### config.mk
export PLATFORM = sky130hd
export DESIGN_NAME = posit_unpack_pipe_flat
export DESIGN_NICKNAME = d
export VERILOG_FILES = /design/src/rtl/posit_pkg.sv /design/src/rtl/posit_unpack_pipe_if.sv /design/src/rtl/posit_regime_cnt.sv /design/src/rtl/posit_unpack_pipe.sv /design/src/flat_wrapper.sv
export SDC_FILE = /design/constraint.sdc
export NUM_CORES = 1
export LEC_CHECK = 0
export BUFFER_PORTS_ARGS = -buffer_cell sky130_fd_sc_hd__buf_4
export CORE_ASPECT_RATIO = 1.25
export CORE_MARGIN = 3
export CORE_UTILIZATION = 45
export DETAILED_ROUTE_END_ITERATION = 8
export SLEW_MARGIN = 5
export SYNTH_ARGS = -nofsm -noshare
export SYNTH_HDL_FRONTEND = slang
export SYNTH_HIERARCHICAL = 1
export SYNTH_SLANG_ARGS = --single-unit
### constraint.sdc
create_clock -name clk -period 20.5 [get_ports clk]
set_input_delay 1.025 -clock clk [delete_from_list [all_inputs] [get_ports clk]]
set_output_delay 1.025 -clock clk [all_outputs]
set_load 0.02 [all_outputs]
### src/rtl/posit_pkg.sv
// Shared posit widths, the NaR pattern and the unpacked-field record
// produced by posit_unpack_pipe and consumed by the multiplier datapath.
package posit_pkg;

  localparam int POSIT_N  = 32;
  localparam int POSIT_ES = 2;
  localparam int POSIT_RS = $clog2(POSIT_N);

  localparam logic [POSIT_N-1:0] POSIT_NAR = {1'b1, {(POSIT_N-1){1'b0}}};

  typedef struct packed {
    logic                                sign;
    logic signed [POSIT_RS:0]            k;
    logic [POSIT_ES-1:0]                 exp;
    logic [POSIT_N-1:0]                  mant;
    logic signed [POSIT_RS+POSIT_ES+1:0] scale;
    logic                                zero;
    logic                                inf;
  } posit_unpacked_t;

endpackage

### src/rtl/posit_unpack_pipe_if.sv
// Input word and unpacked-result channels of posit_unpack_pipe.
// Both channels use valid/ready: a transfer happens on a clock edge where valid & ready are both high.
interface posit_unpack_pipe_if
  import posit_pkg::*;
#(
  parameter int N  = POSIT_N,
  parameter int ES = POSIT_ES,
  parameter int RS = $clog2(N)
);

  logic                    in_valid;
  logic                    in_ready;
  logic [N-1:0]            in_data;
  logic                    out_valid;
  logic                    out_ready;
  logic                    out_sign;
  logic signed [RS:0]      out_k;
  logic [ES-1:0]           out_exp;
  logic [N-1:0]            out_mant;
  logic signed [RS+ES+1:0] out_scale;
  logic                    out_zero;
  logic                    out_inf;

  modport master (
    output in_valid, in_data, out_ready,
    input  in_ready, out_valid, out_sign, out_k, out_exp, out_mant, out_scale, out_zero, out_inf
  );

  modport slave (
    input  in_valid, in_data, out_ready,
    output in_ready, out_valid, out_sign, out_k, out_exp, out_mant, out_scale, out_zero, out_inf
  );

endinterface

### src/rtl/posit_regime_cnt.sv
// Leading-run counter for the posit regime: run length m of bits equal to the MSB,
// and how far to shift left to drop the regime plus its terminating bit.
module posit_regime_cnt #(
  parameter int W  = 31,
  parameter int CW = $clog2(W + 1)
) (
  input  logic [W-1:0]  bits_i,
  output logic          r0_o,
  output logic [CW-1:0] m_o,
  output logic [CW-1:0] shift_o
);

  logic run;

  always_comb begin
    run = 1'b1;
    m_o = CW'(1);
    for (int i = W - 2; i >= 0; i--) begin
      if (run && (bits_i[i] == bits_i[W-1])) m_o = m_o + CW'(1);
      else run = 1'b0;
    end
  end

  assign r0_o = bits_i[W-1];
  // A run reaching the LSB has no terminator to skip.
  assign shift_o = (m_o == CW'(W)) ? m_o : m_o + CW'(1);

endmodule

### src/rtl/posit_unpack_pipe.sv
// Two-stage posit decoder: capture sign/abs/special flags, then decode regime, exponent and fraction.
// Build option POSIT_UNPACK_SKID_EN adds a 2-entry skid buffer so in_ready comes straight from a flop.
module posit_unpack_pipe
  import posit_pkg::*;
#(
  parameter int N  = POSIT_N,
  parameter int ES = POSIT_ES,
  parameter int RS = POSIT_RS
) (
  input logic               clk,
  input logic               rst,
  posit_unpack_pipe_if.slave bus
);

  // The stage-2 record uses the package widths, so N/ES/RS must keep their defaults.
  logic            s1_valid_q, s1_sign_q, s1_zero_q, s1_inf_q;
  logic [N-2:0]    s1_abs_q;
  logic            s2_valid_q;
  posit_unpacked_t s2_q, s2_d;

  logic            s1_adv, s1_take, src_valid;
  logic [N-1:0]    src_data;

  assign s1_adv  = ~s2_valid_q | bus.out_ready;
  assign s1_take = ~s1_valid_q | s1_adv;

`ifdef POSIT_UNPACK_SKID_EN
  logic [N-1:0] skid_mem_q [2];
  logic         skid_wr_q, skid_rd_q, ready_q, push, pop;
  logic [1:0]   skid_cnt_q, skid_cnt_d;

  assign push       = bus.in_valid & ready_q;
  assign src_valid  = (skid_cnt_q != 2'd0);
  assign pop        = src_valid & s1_take;
  assign src_data   = skid_mem_q[skid_rd_q];
  assign skid_cnt_d = skid_cnt_q + {1'b0, push} - {1'b0, pop};
  assign bus.in_ready = ready_q;

  always_ff @(posedge clk or posedge rst) begin
    if (rst) begin
      skid_wr_q  <= 1'b0;
      skid_rd_q  <= 1'b0;
      skid_cnt_q <= 2'd0;
      ready_q    <= 1'b1;
    end else begin
      if (push) skid_wr_q <= ~skid_wr_q;
      if (pop)  skid_rd_q <= ~skid_rd_q;
      skid_cnt_q <= skid_cnt_d;
      ready_q    <= (skid_cnt_d != 2'd2);
    end
  end

  always_ff @(posedge clk) begin
    if (push) skid_mem_q[skid_wr_q] <= bus.in_data;
  end
`else
  assign src_valid    = bus.in_valid;
  assign src_data     = bus.in_data;
  assign bus.in_ready = s1_take;
`endif

  // Only the low N-1 bits of |x| are needed; they depend only on the low bits of x.
  always_ff @(posedge clk or posedge rst) begin
    if (rst) begin
      s1_valid_q <= 1'b0;
      s1_sign_q  <= 1'b0;
      s1_abs_q   <= '0;
      s1_zero_q  <= 1'b0;
      s1_inf_q   <= 1'b0;
    end else if (s1_take) begin
      s1_valid_q <= src_valid;
      if (src_valid) begin
        s1_sign_q <= src_data[N-1];
        s1_abs_q  <= src_data[N-1] ? -src_data[N-2:0] : src_data[N-2:0];
        s1_zero_q <= (src_data == '0);
        s1_inf_q  <= (src_data == POSIT_NAR);
      end
    end
  end

  logic          r0;
  logic [RS-1:0] m, shamt;
  logic [N-2:0]  rem;
  logic [RS:0]   k_raw;

  posit_regime_cnt #(.W(N - 1), .CW(RS)) u_regime_cnt (
    .bits_i (s1_abs_q),
    .r0_o   (r0),
    .m_o    (m),
    .shift_o(shamt)
  );

  assign rem   = s1_abs_q << shamt;
  assign k_raw = r0 ? ({1'b0, m} - (RS + 1)'(1)) : -{1'b0, m};

  always_comb begin
    s2_d      = '0;
    s2_d.sign = s1_sign_q;
    s2_d.zero = s1_zero_q;
    s2_d.inf  = s1_inf_q;
    if (s1_zero_q | s1_inf_q) begin
      s2_d.mant = {s1_inf_q, {(N-1){1'b0}}};
    end else begin
      s2_d.k     = k_raw;
      s2_d.exp   = rem[N-2 -: ES];
      s2_d.mant  = {1'b1, rem[N-2-ES:0], {ES{1'b0}}};
      // k <<< ES leaves the low ES bits clear, so adding exp is a concatenation.
      s2_d.scale = {k_raw[RS], k_raw, rem[N-2 -: ES]};
    end
  end

  always_ff @(posedge clk or posedge rst) begin
    if (rst) begin
      s2_valid_q <= 1'b0;
      s2_q       <= '0;
    end else if (s1_adv) begin
      s2_valid_q <= s1_valid_q;
      if (s1_valid_q) s2_q <= s2_d;
    end
  end

  assign bus.out_valid = s2_valid_q;
  assign bus.out_sign  = s2_q.sign;
  assign bus.out_k     = s2_q.k;
  assign bus.out_exp   = s2_q.exp;
  assign bus.out_mant  = s2_q.mant;
  assign bus.out_scale = s2_q.scale;
  assign bus.out_zero  = s2_q.zero;
  assign bus.out_inf   = s2_q.inf;

endmodule

### src/flat_wrapper.sv
// flat-port wrapper written by rule: the top's interface ports become plain ports
module posit_unpack_pipe_flat import posit_pkg::*;
#(
  parameter int N  = POSIT_N,
  parameter int ES = POSIT_ES,
  parameter int RS = POSIT_RS
)
  (clk, rst, bus_in_valid, bus_in_data, bus_out_ready, bus_in_ready, bus_out_valid, bus_out_sign, bus_out_k, bus_out_exp, bus_out_mant, bus_out_scale, bus_out_zero, bus_out_inf);
  posit_unpack_pipe_if #(.N(N), .ES(ES), .RS(RS)) bus_i ();
  input logic clk;
  input logic rst;
  input wire logic [$bits(bus_i.in_valid)-1:0] bus_in_valid;
  input wire logic [$bits(bus_i.in_data)-1:0] bus_in_data;
  input wire logic [$bits(bus_i.out_ready)-1:0] bus_out_ready;
  output wire logic [$bits(bus_i.in_ready)-1:0] bus_in_ready;
  output wire logic [$bits(bus_i.out_valid)-1:0] bus_out_valid;
  output wire logic [$bits(bus_i.out_sign)-1:0] bus_out_sign;
  output wire logic [$bits(bus_i.out_k)-1:0] bus_out_k;
  output wire logic [$bits(bus_i.out_exp)-1:0] bus_out_exp;
  output wire logic [$bits(bus_i.out_mant)-1:0] bus_out_mant;
  output wire logic [$bits(bus_i.out_scale)-1:0] bus_out_scale;
  output wire logic [$bits(bus_i.out_zero)-1:0] bus_out_zero;
  output wire logic [$bits(bus_i.out_inf)-1:0] bus_out_inf;
  assign bus_i.in_valid = bus_in_valid;
  assign bus_i.in_data = bus_in_data;
  assign bus_i.out_ready = bus_out_ready;
  assign bus_in_ready = bus_i.in_ready;
  assign bus_out_valid = bus_i.out_valid;
  assign bus_out_sign = bus_i.out_sign;
  assign bus_out_k = bus_i.out_k;
  assign bus_out_exp = bus_i.out_exp;
  assign bus_out_mant = bus_i.out_mant;
  assign bus_out_scale = bus_i.out_scale;
  assign bus_out_zero = bus_i.out_zero;
  assign bus_out_inf = bus_i.out_inf;
  posit_unpack_pipe #(.N(N), .ES(ES), .RS(RS)) u_core (.clk(clk), .rst(rst), .bus(bus_i));
endmodule
==> impl_metrics.tcl <==
set metrics [dict create \
    cts-root-to-sink-buffers 2 \
    detailed_place_hpwl_um 21700 \
    synth_warnings 6 \
    timing_worst_slew_pin_value_ps 1100 \
    global_route.peak_usage_layer "met2" \
    synth.top_cells.by_area "sky130_fd_sc_hd__dfrtp_1 (21%), sky130_fd_sc_hd__nand2_1 (6.8%), sky130_fd_sc_hd__mux2i_1 (6.2%)" \
    cts_buffers 9 \
    drt_iter0_drc 736 \
    fin_setup_tns_ps 0 \
    max_freq_mhz 65.0 \
    grt_max_degree 78 \
    totalPowerFinal_uw 1210 \
    timing.critical_path.max_delay_family "compound AO/OA/AOI/OAI gates" \
    ant_nets 0 \
    placeableCoreArea_um2 20200 \
    yosysTopAreaCell "sky130_fd_sc_hd__dfrtp_1" \
    holdPathStages 1 \
    synth_enable_flop_cells 0 \
    finalNetCount 1260 \
    power_leakage_uw 0.00431 \
    route.detailed.vias_per_inst 5.99 \
    hold_path_startpoint "u_core/bus.out_mant[10]" \
    hold_path_endpoint "u_core/bus.out_mant[10]" \
    synth-main-ff-cell "sky130_fd_sc_hd__dfrtp_1" \
    via_count 8792 \
    number_of_search_and_repair_iterations_in_the_first_detailed_routing_pass 7 \
    timing.max_cap.violations 0 \
    ctsResizeCount 0 \
    cts_htree_levels 3 \
    synthesis.area_um2 9250 \
    worstHoldPathType "reg -> reg" \
    fp-row-count 58 \
    drive_gt1_share_pct 16.9 \
    nFillCells 2043 \
    worst_ep_arrival_time_ps 15600 \
    worst_path_max_delay_cell "sky130_fd_sc_hd__nand2_2" \
    cell_count_final_fillers_out 1468 \
    cts_post_setup_buffers_inserted 0 \
    cpMostUsedCell "sky130_fd_sc_hd__ha_1" \
    power_density_nw_per_um2 117 \
    path_class "reg -> reg" \
    vdd_ir_drop_max_mv 0.0591 \
    antenna_cells 0 \
    drc 0 \
    synthCells 1155 \
    ff2ff_path_depth 75 \
    use_met1_pct 30.5 \
    number_of_antenna_violations_at_the_first_check_in_global_routing 0 \
    cts_tree "yes" \
    cpPeakStageDelay_ps 820 \
    worst_r2r_startpoint "u_core/s1_abs_q[30]" \
    register_to_register_setup_slack_ps 5120 \
    detail_route.wl_per_cell_um 19.1 \
    crit_fanout 48 \
    final_period_minus_worst_setup_slack_ps 15380 \
    clk_root_buffer_cell "sky130_fd_sc_hd__clkbuf_16" \
    dp_worst_setup_slack_ps 5280 \
    floorplan.initialDensity_pct 45.8 \
    final_cell_mix "sky130_fd_sc_hd__nand2_1 (165), sky130_fd_sc_hd__o21ai_0 (101), sky130_fd_sc_hd__buf_4 (97), sky130_fd_sc_hd__dfrtp_1 (76), sky130_fd_sc_hd__nor2_1 (72)" \
    cts.clk_slew.worst_paths_ps 60 \
    grt_remaining_overflow 0 \
    grt_setup_unrepaired "no" \
    top_level_ports 90 \
    grt_pass1_vias 8217 \
    crit_path_end_kind "register" \
    io_buffer_count 87 \
    placedCellCount 1453 \
    critical_path_required_ps 20730 \
    yosysUniqueCellTypes 89 \
    routed_wirelength_um 28100 \
    ctsHoldBuffers 0 \
    track_usage_pct 24.3 \
    average_size_of_a_mapped_cell_um2 8.01 \
    synth_sequential_area_ratio_pct 20.8 \
    yosys.area.top_type_share_pct 20.8 \
    fin_crit_sh_pct 75.0 \
    critical_path.reg2reg.endpoint "u_core/bus.out_exp[0]" \
    global_route.usage.met3_pct 2.94 \
    cp.buffers_inverters 2 \
    worstSkewPairLatency_ps 340 \
    die_width_um 134 \
    finalWeightedCongestion 0.926 \
    holdWs_ps 476 \
    yosys_register_bits 77 \
    grt_pass1_wl_um 44000 \
    slew_headroom_pct 26.3 \
    syn_to_final_growth_pct 11.3 \
    fin_skew_ps 7.71 \
    layout_setup_ws_ps 5120 \
    status "complete, no violations" \
    dieHeight_um 166 \
    async_flop_share_pct 100 \
    setup_viol 0 \
    grt_use_met2_pct 42.1 \
    layout.cells.most_common "sky130_fd_sc_hd__nand2_1" \
    cts_num_sinks 77 \
    die_area_um2 22300 \
    max_slew_violation_count 0 \
    hold_viol 0 \
    worstSetupStartpointType "register" \
]
-- worst max path at each step --
stage / end / start / slack [ps] / cells after the start
floorplan: u_core/bus.out_mant[25] / u_core/s1_abs_q[30] / 5940 / 83
global placement: u_core/bus.out_exp[0] / u_core/s1_abs_q[30] / 5550 / 76
detailed placement: u_core/bus.out_exp[0] / u_core/s1_abs_q[30] / 5280 / 76
CTS: u_core/bus.out_exp[0] / u_core/s1_abs_q[30] / 5220 / 76
global route: u_core/bus.out_exp[0] / u_core/s1_abs_q[30] / 3860 / 75
finish: u_core/bus.out_exp[0] / u_core/s1_abs_q[30] / 5120 / 75
-- flip-flops by register name, summed over array words and instances (netlist names) --
name / count
u_core/bus.out_zero: 1
u_core/bus.out_valid: 1
u_core/bus.out_mant: 30
u_core/bus.out_sign: 1
u_core/s1_valid_q: 1
u_core/s1_sign_q: 1
u_core/s1_zero_q: 1
u_core/bus.out_inf: 1
u_core/s1_inf_q: 1
u_core/bus.out_k: 5
u_core/s1_abs_q: 31
u_core/bus.out_scale: 2
u_core/bus.out_exp: 1
-- cell usage after synthesis (11+ instances only) --
| cell type | count |
|---|---|
| sky130_fd_sc_hd__nand2_1 | 167 |
| sky130_fd_sc_hd__o21ai_0 | 101 |
| sky130_fd_sc_hd__dfrtp_1 | 77 |
| sky130_fd_sc_hd__nor2_1 | 72 |
| sky130_fd_sc_hd__mux2i_1 | 57 |
| sky130_fd_sc_hd__xnor2_1 | 54 |
| sky130_fd_sc_hd__xor2_1 | 50 |
| sky130_fd_sc_hd__a21oi_1 | 43 |
| sky130_fd_sc_hd__inv_1 | 39 |
| sky130_fd_sc_hd__clkbuf_1 | 34 |
| sky130_fd_sc_hd__mux2_2 | 31 |
| sky130_fd_sc_hd__ha_1 | 30 |
| sky130_fd_sc_hd__nand3_1 | 28 |
| sky130_fd_sc_hd__nor3_1 | 26 |
| sky130_fd_sc_hd__nand2b_1 | 22 |
| sky130_fd_sc_hd__buf_2 | 17 |
| sky130_fd_sc_hd__buf_4 | 15 |
| sky130_fd_sc_hd__mux4_2 | 14 |
| sky130_fd_sc_hd__nor2b_1 | 13 |
| sky130_fd_sc_hd__or3_1 | 13 |
| sky130_fd_sc_hd__and2_1 | 12 |
| sky130_fd_sc_hd__nand4_1 | 12 |
| sky130_fd_sc_hd__or2_2 | 12 |
| sky130_fd_sc_hd__o211ai_1 | 11 |
| sky130_fd_sc_hd__o22ai_1 | 11 |
-- stage by stage --
stage	utilization [%]	instance area, um^2
after floorplan	-	9250
after global placement	49.6	10000
after detailed placement	49.6	10000
after CTS	51.0	10300
after global routing	51.0	10300
final	51.0	10300
-- cell type report --
type / count / area [um^2] / area share [%]
multi-input cells: 969 / 6850 / 66.5
flip-flops and latches: 77 / 1930 / 18.7
repair buffers: 97 / 728 / 7.07
inverters: 40 / 151 / 1.47
well taps: 270 / 338 / 3.28
clock buffers: 10 / 239 / 2.32
clock inverters: 5 / 60.1 / 0.583
-- routing by layer --
metal	share of wire, %	routed length, um
met5	0	0
met2	50	14000
met4	3.9	1100
met1	42	11900
met3	4.0	1120
-- kinds of logic (layout without fill, tap and decap cells) --
family	count (synthesis)	count (layout)	synth area share, %
other	1	2	0.0405
AND/OR/NAND/NOR	428	428	23.1
AO/OA/AOI/OAI	288	288	20.5
multiplexers	105	105	13.8
flip-flops	77	77	20.8
XOR/XNOR	112	112	11.9
adder cells (fa/ha/maj)	34	34	4.49
buffers and inverters	110	152	5.38
-- power by group --
group	leakage, uW	internal (uW)	switching [uW]
clock network	0.000145	97.4	66.2
registers	0.000958	196	59.3
logic	0.00321	341	449
total	0.00431	634	574
Note: power is estimated with default switching activity, not from simulation.
